**src/rtl/amo_queue.sv**
```systemverilog
// amo_queue: in-order queue of atomic memory operations with commit tracking.
// Issues the oldest committed AMO to the cache once stores have drained.
package ariane_pkg;
  typedef enum logic [3:0] {
    AMO_NONE, AMO_LR, AMO_SC, AMO_SWAP,
    AMO_ADD, AMO_AND, AMO_OR, AMO_XOR,
    AMO_MAX, AMO_MAXU, AMO_MIN, AMO_MINU,
    AMO_CAS1, AMO_CAS2
  } amo_t;

  typedef struct packed {
    logic        req;
    amo_t        amo_op;
    logic [1:0]  size;
    logic [63:0] operand_a;
    logic [63:0] operand_b;
  } amo_req_t;

  typedef struct packed {
    logic        ack;
    logic [63:0] result;
  } amo_resp_t;
endpackage

module amo_queue
  import ariane_pkg::*;
#(
  parameter int unsigned DEPTH      = 2,
  parameter int unsigned ADDR_WIDTH = 64,
  parameter int unsigned DATA_WIDTH = 64
) (
  input  logic                         clk_i,
  input  logic                         rst_ni,
  input  logic                         flush_i,
  input  logic                         valid_i,
  output logic                         ready_o,
  input  amo_t                         amo_op_i,
  input  logic [ADDR_WIDTH-1:0]        paddr_i,
  input  logic [DATA_WIDTH-1:0]        data_i,
  input  logic [1:0]                   data_size_i,
  input  logic                         amo_commit_i,
  input  logic                         no_st_pending_i,
  output amo_req_t                     amo_req_o,
  input  amo_resp_t                    amo_resp_i,
  output logic                         empty_o,
  output logic [$clog2(DEPTH+1)-1:0]   usage_o
);

  localparam int unsigned PW = (DEPTH > 1) ? $clog2(DEPTH) : 1;
  localparam int unsigned CW = $clog2(DEPTH+1);

  typedef enum logic {S_IDLE, S_REQ} state_t;

  state_t r_state, w_state_n;

  amo_t                  r_op    [DEPTH];
  logic [ADDR_WIDTH-1:0] r_paddr [DEPTH];
  logic [DATA_WIDTH-1:0] r_data  [DEPTH];
  logic [1:0]            r_size  [DEPTH];
  logic                  r_cmtd  [DEPTH];

  logic [PW-1:0] r_rd, r_wr, r_cmt;
  logic [PW-1:0] w_rd_n, w_wr_n, w_cmt_n;
  logic [CW-1:0] r_cnt, r_ncmt;
  logic [CW-1:0] w_cnt_n, w_ncmt_n;

  logic w_push, w_commit, w_pop, w_req;
  logic w_unused;

  function automatic logic [PW-1:0] f_inc(input logic [PW-1:0] p);
    return (p == PW'(DEPTH-1)) ? '0 : p + 1'b1;
  endfunction

  assign w_unused = ^amo_resp_i.result;

  assign ready_o  = (r_cnt < CW'(DEPTH));
  assign empty_o  = (r_cnt == '0);
  assign usage_o  = r_cnt;
  assign w_push   = valid_i & ready_o & ~flush_i;
  assign w_commit = amo_commit_i & (r_ncmt < r_cnt);
  assign w_pop    = w_req & amo_resp_i.ack;

  always_comb begin
    w_state_n = r_state;
    w_req     = 1'b0;
    unique case (r_state)
      S_IDLE: begin
        w_req = (r_ncmt != '0) & r_cmtd[r_rd]
              & no_st_pending_i;
        if (w_req & ~amo_resp_i.ack)
          w_state_n = S_REQ;
      end
      S_REQ: begin
        // held until ack; flush cannot touch a committed head
        w_req = 1'b1;
        if (amo_resp_i.ack)
          w_state_n = S_IDLE;
      end
      default: w_state_n = S_IDLE;
    endcase
  end

  always_comb begin
    w_rd_n   = w_pop    ? f_inc(r_rd)  : r_rd;
    w_cmt_n  = w_commit ? f_inc(r_cmt) : r_cmt;
    w_ncmt_n = r_ncmt + CW'(w_commit) - CW'(w_pop);
    w_wr_n   = w_push   ? f_inc(r_wr)  : r_wr;
    w_cnt_n  = r_cnt + CW'(w_push) - CW'(w_pop);
    if (flush_i) begin
      w_wr_n  = w_cmt_n;
      w_cnt_n = w_ncmt_n;
    end
  end

  always_comb begin
    amo_req_o           = '0;
    amo_req_o.req       = w_req;
    amo_req_o.amo_op    = r_op[r_rd];
    amo_req_o.size      = r_size[r_rd];
    amo_req_o.operand_a = 64'(r_paddr[r_rd]);
    amo_req_o.operand_b = 64'(r_data[r_rd]);
  end

  always_ff @(posedge clk_i or negedge rst_ni) begin
    if (!rst_ni) begin
      r_state <= S_IDLE;
      r_rd    <= '0;
      r_wr    <= '0;
      r_cmt   <= '0;
      r_cnt   <= '0;
      r_ncmt  <= '0;
      for (int i = 0; i < DEPTH; i++) begin
        r_op[i]    <= AMO_NONE;
        r_paddr[i] <= '0;
        r_data[i]  <= '0;
        r_size[i]  <= '0;
        r_cmtd[i]  <= 1'b0;
      end
    end else begin
      r_state <= w_state_n;
      r_rd    <= w_rd_n;
      r_wr    <= w_wr_n;
      r_cmt   <= w_cmt_n;
      r_cnt   <= w_cnt_n;
      r_ncmt  <= w_ncmt_n;
      if (w_push) begin
        r_op[r_wr]    <= amo_op_i;
        r_paddr[r_wr] <= paddr_i;
        r_data[r_wr]  <= data_i;
        r_size[r_wr]  <= data_size_i;
        r_cmtd[r_wr]  <= 1'b0;
      end
      if (w_commit)
        r_cmtd[r_cmt] <= 1'b1;
    end
  end

endmodule

```
**config.mk**
```make
export PLATFORM = sky130hd
export DESIGN_NAME = amo_queue
export DESIGN_NICKNAME = d
export VERILOG_FILES = /design/src/rtl/amo_queue.sv
export SDC_FILE = /design/constraint.sdc
export NUM_CORES = 1
export LEC_CHECK = 0
export CAP_MARGIN = 25
export CORE_AREA = 3 3 173 175
export DETAILED_ROUTE_END_ITERATION = 12
export DIE_AREA = 0 0 176 178
export GPL_ROUTABILITY_DRIVEN = 0
export PLACE_DENSITY = 0.81
export SYNTH_ARGS = -nofsm -noshare
export SYNTH_HDL_FRONTEND = slang
export SYNTH_SLANG_ARGS = --single-unit
export TNS_END_PERCENT = 5
```
**constraint.sdc**
```tcl
create_clock -name clk_i -period 2.7 [get_ports clk_i]
set_input_delay 0.27 -clock clk_i [delete_from_list [all_inputs] [get_ports clk_i]]
set_output_delay 0.27 -clock clk_i [all_outputs]
set_load 0.05 [all_outputs]
```
Word level (Yosys, flattened, before mapping)
Index checks and enable logic that the tools add are counted.
{ "classes": {"n_reduce_logical": 5, "addsub": 7, "bitwise": 16, "order_cmp": 7, "muxes": 42} }
{ "op_table": {"columns": ["op", "count"], "rows": [
  ["64-bit 2-to-1 mux", 7],
  ["128-bit bitwise mux", 2],
  ["64-bit demux with 1-bit select", 1],
  ["4-bit 2-to-1 mux", 4],
  ["2-bit 2-to-1 mux", 7],
  ["1-bit 2-to-1 mux", 13],
  ["8-bit bitwise mux", 1],
  ["1-bit bitwise AND", 7],
  ["2-bit greater-or-equal comparator (second input constant)", 3],
  ["1-bit inverter with 2-bit output", 3],
  ["2-bit by 1-bit adder with 2-bit output", 2],
  ["4-bit bitwise mux", 1],
  ["4-bit demux with 1-bit select", 1],
  ["2-bit by 1-bit less-than comparator with 1-bit output (second input constant)", 2],
  ["1-bit one-hot mux with 2 select lines", 2],
  ["2-bit nonzero test", 2],
  ["2-bit by 1-bit subtractor with 2-bit output", 2],
  ["1-bit adder (second input constant)", 3],
  ["1-bit inverter", 3],
  ["2-bit bitwise AND", 1],
  ["1-bit demux with 1-bit select", 2],
  ["2-bit demux with 1-bit select", 1],
  ["1-bit logical AND", 2],
  ["2-bit logical NOT", 1],
  ["4 further kinds", 4]
]} }
{ "word_totals": {"output_inout_bits": 139, "inputBits": 205, "reg_bits": 278, "word_cells": 93} }

Longest topological paths before layout
Gate-level depths: netlist (run 1).
{ "logic_depth": {"depth_word": 10, "depth_mapped": 10, "ltp_nobuf": 10} }

Worst setup path before layout (run 1)
No wires, ideal clock.
{ "synth_timing": {"kind": "register to register", "start": "reg r_cnt[1], in the netlist usage_o[1]", "end": "reg r_cnt[1], in the netlist usage_o[1]", "required_time_ns": 2.575, "path_stages_with_launch": 11, "n_path_buf": 0, "slack_ns": -0.154, "setup_ns": 0.125, "synth_period_minus_slack_ns": 2.854, "t_arrival_ns": 2.730, "path_cell_list": "dfrtp_1 > inv_1 > ha_1 > nand2b_1 > a21o_1 > ha_1 > inv_1 > ha_1 > xnor2_1 > xnor2_1 > mux2_2"} }
{ "synth_between": {"elab_chain_cells": 6, "word_cells_on_any_way": 10, "cone_classes": "add/sub (4); order compare (2); mux (1); bitwise (3)"} }
{ "synth_rtl": {"columns": ["element", "line_no", "rtl"], "rows": [
  ["from (decl)", "64", "logic [CW-1:0] r_cnt, r_ncmt;"],
  ["from (signal assigned)", "144", "r_cnt <= w_cnt_n;"],
  ["2-bit less-than comparator", "76", "assign ready_o = (r_cnt < CW'(DEPTH));"],
  ["named net ready_o", "36", "output logic ready_o,"],
  ["1-bit bitwise AND (2 in a row)", "79", "assign w_push = valid_i & ready_o & ~flush_i;"],
  ["2-bit by 1-bit adder with 2-bit output", "108", "w_cnt_n = r_cnt + CW'(w_push) - CW'(w_pop);"],
  ["2-bit by 1-bit subtractor with 2-bit output", "108", null],
  ["2-bit 2-to-1 mux", "109", "if (flush_i) begin"],
  ["named net w_cnt_n[1]", "65", "logic [CW-1:0] w_cnt_n, w_ncmt_n;"]
]} }
The timed path passes the listed nets, and every way through them passes these cells.
A chain may end at the register's enable or synchronous reset.

==> results.md, run 1 <==
* Outcome: complete, no violations
* Vias per cell at 4.99
* Post-CTS Setup Repair Bufs at 0
* CTS max path bufs at 3
* Fin. max-slew vios at 0
* GRT overflow at 0
* Syn Inst Count at around 770
* Clock Latency Late Sink at around 0.54 ns
* YS warnings at 0
* Number of cells on the critical path at 3
* Synthesis-to-layout area growth at 31.9%
* Synth Register Bits at between 200 and 300
* Final setup TNS at 0 ns
* CP required at 2.43 ns
* Final critical-path share of the clock period at between 90% and 100%
* Final #Nets at approximately 1300
* Core Area at 0.0286 mm²
* First-pass GRT wire length at 44.4 mm
* Max_slew headroom at 63.3%
* Antenna violations before repair at 0
* Synth Flop Type: dfrtp_1
* ANT cells at 0
* RSZ-0062 raised after global routing: false
* Final Critical Period at around 2.6 ns
* Fraction of registers with async set/reset at 100%
* I/O Pins at 344
* Crit-path leading delay family: buffers and inverters
* Initial Utilization at 43.6%
* Layout Skew at roughly 0.011 ns
* Synthesized area at around 0.012 mm²
* Worst-Margin Slew at about 0.55 ns
* Synth Area in Compound Gates at 0.532%
* Port buffer count at roughly 280
* Fill cells at between 2000 and 2500
* Most numerous cell in the Yosys netlist: mux2_2
* Number of remaining DRC errors at 0
* Crit-path cells: buf_4 -> mux2_2 -> clkdlybuf4s50_1
* CP max FO at 9
* Peak Freq at approximately 380 MHz
* Critical-path top delay cell: clkdlybuf4s50_1
* Synth top area share at 55.8%
* Startpoint Class: flip-flop
* Cell taking the most area after synthesis: dfrtp_1
* Hpwl dp at approximately 19 mm
* Largest net degree at the start of global routing at 67
* Worst setup EP type: output pin
* Via count at 7323
* Final WL at 27.7 mm
* Worst Setup Path Type: flip-flop to output pin
* Seq/Total Area, Yosys at between 50% and 60%
* Die Width at about 180 µm
* Sink Count at 278
* Largest family of logic cells by synthesized area: multiplexers
* Synth top area cells: dfrtp_1 56%, mux2_2 30%, mux2_4 8.4%
* CTS tree: built
* Layout cells sized above 1 at between 50% and 60%
* Max-Cap Viols at 0
* Via count of the first global-routing pass at approximately 8200
* FP Rows at 62
* Die area at around 0.031 mm²
* Worst-path clk slew at 0.06 ns
* Library cells used by synthesis at 29
* Post-synthesis mux area share at 38.7%
* Top post-synthesis cells by count: 333 x mux2_2, 278 x dfrtp_1, 70 x mux2_4, 30 x buf_2, 8 x inv_1
* Avg WL per Cell at ~19 µm
* CP arrival at 2.34 ns
* Number of enable flip-flop cells after synthesis at 0
* Final ANT Viol Nets at 0
* Bufs and invs on worst path at 2
* Final hold violations at 0
* Synth Area in Adders at less than 1%
* DRT Pass-1 Iters at 4
* Final setup violation count at 0
* Die H at roughly 180 µm
* XOR/XNOR Fraction of Synth Area at 0.351%
* H-tree depth at 1
* CTS Buf Count at 30
* Mean Syn Cell Area at 16.1 µm²
* All-layer global routing usage at 17.4%
* Critical Path Max Stage Delay at about 0.82 ns
* Drt initial violations at 280
* Syn Nets at approximately 1000
* CTS root buffer: clkbuf_16
* Cells on worst reg2reg path at 9
* Simple-gate share of the synthesized area at 0.853%
* Hold WC Path Type: primary input to async pin
-- layout make-up --
cell class                 count  area [µm²]  area share [%]
tap                          384         480            2.92
clock buffer                  47         926            5.63
clock inverter                 6        33.8           0.205
inverter                       8        30.0           0.182
multi-input combinational    442        5110            31.1
sequential                   278        6960            42.3
timing repair buffer         302        2910            17.7
-- final timing paths --
path,from,slack [ns],to
worst max-delay path,r_rd,0.09,amo_req_o[46]
worst min-delay path,rst_ni,0.31,r_paddr[43]
worst max register to register,r_rd,0.32,usage_o[1]
worst min register to register,r_op[5],0.50,r_op[5]
max in group asynchronous,rst_ni,1.63,usage_o[1]
min in group clk_i,data_i[42],0.36,r_data[42]
-- placed cells by master (no fill, tap or decap), types with 3 or more instances in the layout --
| cell type | synthesis | final |
|---|---|---|
| buf_12 | 7 | 12 |
| buf_4 | 1 | 80 |
| clkbuf_1 | 1 | 7 |
| clkbuf_16 | 0 | 31 |
| clkbuf_8 | 0 | 9 |
| clkdlybuf4s50_1 | 0 | 152 |
| clkinv_2 | 0 | 5 |
| dfrtp_1 | 278 | 276 |
| dlygate4sd2_1 | 0 | 47 |
| dlymetal6s2s_1 | 0 | 9 |
| ha_1 | 5 | 5 |
| inv_1 | 8 | 8 |
| mux2_2 | 333 | 333 |
| mux2_4 | 70 | 70 |
| nand2_1 | 3 | 3 |
| nand2b_1 | 4 | 4 |
| xnor2_1 | 5 | 5 |
-- registers in the layout, summed over array words and instances (netlist names) --
name,count
usage_o,2
r_op,8
r_size,4
r_state,1
r_ncmt,2
r_rd,1
r_paddr,128
r_cmt,1
r_data,128
r_wr,1
r_cmtd,2
-- metrics by stage --
stage / instance area, µm² / setup slack, ns / util, % / hold WS, ns / std cells
2_1_floorplan: 12500 / 0.104 / - / -0.0256 / 774
3_3_place_gp: 15500 / 0.264 / 54.2 / 0.268 / 1413
3_5_place_dp: 15500 / 0.260 / 54.2 / 0.265 / 1413
4_1_cts: 16400 / 0.00723 / 57.4 / 0.287 / 1467
5_1_grt: 16500 / 0.000928 / 57.5 / 0.330 / 1467
6_report: 16500 / 0.0880 / 57.5 / 0.310 / 1467
-- metal layers --
metal	part of all wire, %	vias to the layer above	track usage [%]
li1	-	3348	-
met1	44	3714	23.1
met2	46	223	28.4
met3	7.5	38	5.39
met4	2.0	0	3.73
met5	0	-	0
-- cell families after synthesis --
kind of cell,Yosys count
buf+inv,54
simple gates,18
fa+ha+maj,5
compound gates,9
mux,405
xor+xnor,5
flops,278
-- timing repair --
action / 4_1_cts / 5_1_grt
hold endpoints to repair: 62 / 0
hold buffers: 1 / 0
resized for setup: 47 / 9
pin swaps: 0 / 0
setup endpoints to repair: 47 / 9
Power of run 1 is not shown: default switching activity piles up to over one toggle a cycle in this logic, so the estimate is an artifact.
==> run 2: changes to the inputs <==
SLEW_MARGIN = 20   (was not set)
==> results of run 2 <==
No change in the layout: final DEF, timing and power equal those of run 1.
Power of run 2 is left out for the same reason.
==> run 3: changes to the inputs <==
RECOVER_POWER = 25   (was not set)
clock period = 3.2 ns   (was 2.7 ns; I/O delays follow)
==> results.md, run 3 (synthesized netlist as in run 1, its figures left out) <==
* GRT overflow at 0
* FP Rows at a little over 60
* CP arrival at around 2.6 ns
* CP required at around 2.9 ns
* Max-Cap Viols at 0
* Cells on worst reg2reg path at 9
* Vias per cell at just under 5
* Worst-Margin Slew at ~1.2 ns
* Core Area at roughly 0.029 mm²
* Biggest regs: r_data (128), r_paddr (128), r_op (8)
* CTS max path bufs at 3
* Final #Nets at 1263
* CP max FO at about 60
* CTS Buf Count at 31
* Outcome: complete, no violations
* Via count of the first global-routing pass at around 8000
* ANT cells at 0
* Final setup TNS at 0 ns
* DRT Pass-1 Iters at 4
* Final setup violation count at 0
* Die Width at ~180 µm
* I/O Pins at ~340
* Antenna violations before repair at 0
* Worst r2r src: r_rd
* Final Critical Period at approximately 2.9 ns
* Final ANT Viol Nets at 0
* Most common cell after layout, fill and taps aside: mux2_2
* Drt initial violations at roughly 230
* Hold WC Path Type: primary input to async pin
* CTS tree: built
* Critical-path top delay cell: clkdlybuf4s50_1
* RSZ-0062 raised after global routing: false
* All-layer global routing usage at between 10% and 20%
* Sink Count at approximately 280
* Final WL at roughly 27 mm
* Final hold violations at 0
* Crit-path cells: buf_12 -> mux2_2 -> clkdlybuf4s50_1
* # resized after CTS at 0
* Largest net degree at the start of global routing at 93
* Worst Setup Path Type: flip-flop to output pin
* Fin. max-slew vios at 0
* Cts hold-fix bufs at 1
* Synthesis-to-layout area growth at 32.7%
* Crit. Startpoint: r_rd
* Critical Path Max Stage Delay at between 0.7 and 0.8 ns
* H-tree depth at 1
* Layout Skew at around 0.0094 ns
* Hpwl dp at roughly 18 mm
* Post-CTS Setup Repair Bufs at 0
* Die area at roughly 0.031 mm²
* Final critical-path share of the clock period at roughly nine tenths
* Initial Utilization at 43.6%
* Port buffer count at between 200 and 300
* Clock Latency Late Sink at ~0.54 ns
* First-pass GRT wire length at ~44 mm
* Number of remaining DRC errors at 0
* CTS root buffer: clkbuf_16
* Die H at approximately 180 µm
* Via count at 7255
* Layout cells sized above 1 at between 40 and 50%
* Commonest cells after routing, fill and taps aside: 333 x mux2_2, 278 x clkdlybuf4s50_1, 277 x dfrtp_1
* Startpoint Class: flip-flop
* Worst-path clk slew at about 0.06 ns
* Max_slew headroom at approximately a fifth
* Worst setup EP type: output pin
* Peak Freq at between 300 and 400 MHz
* Avg WL per Cell at 18.6 µm
[run 3: final timing paths]
check	to	slack, ns
max	amo_req_o[7]	0.29
min	r_paddr[102]	0.34
max reg2reg	usage_o[1]	0.78
min reg2reg	r_paddr[115]	0.49
max in group asynchronous	r_paddr[53]	1.19
min in group clk_i	r_paddr[6]	0.41
[run 3: layout make-up]
cell class              count  area (µm²)
multi-input cells         442        5110
repair buffers            292        2980
well taps                 384         480
flip-flops and latches    278        6960
inverters                   8        30.0
clock buffers              42         857
clock inverters            13         128
fillers                  2202       12100
[run 3: critical path, delay by kind of cell (launching register included)]
family | cells | cell delay (ns)
flops | 1 | 0.53
mux | 1 | 0.39
buf+inv | 2 | 1.05
[run 3: stage by stage]
stage | setup WS (ns) | util, % | hold slack (ns) | cells | instance area [µm²]
6_report | 0.291 | 57.8 | 0.344 | 1459 | 16500
5_1_grt | 0.199 | 57.8 | 0.385 | 1459 | 16500
4_1_cts | 0.245 | 57.9 | 0.371 | 1459 | 16600
3_5_place_dp | 0.766 | 54.4 | 0.378 | 1403 | 15600
3_3_place_gp | 0.828 | 54.4 | 0.377 | 1403 | 15600
2_1_floorplan | 0.346 | - | 0.0244 | 774 | 12500
[run 3: layer usage]
metal	part of all wire [%]	vias to the layer above	routed length [µm]	GRT usage, %
met3	8.9	30	2410	6.32
met1	43	3684	11700	21.8
met4	1.6	0	444	2.84
li1	-	3322	-	-
met2	47	219	12700	28.3
met5	0	-	0	0
Power of run 3 is left out for the same reason.
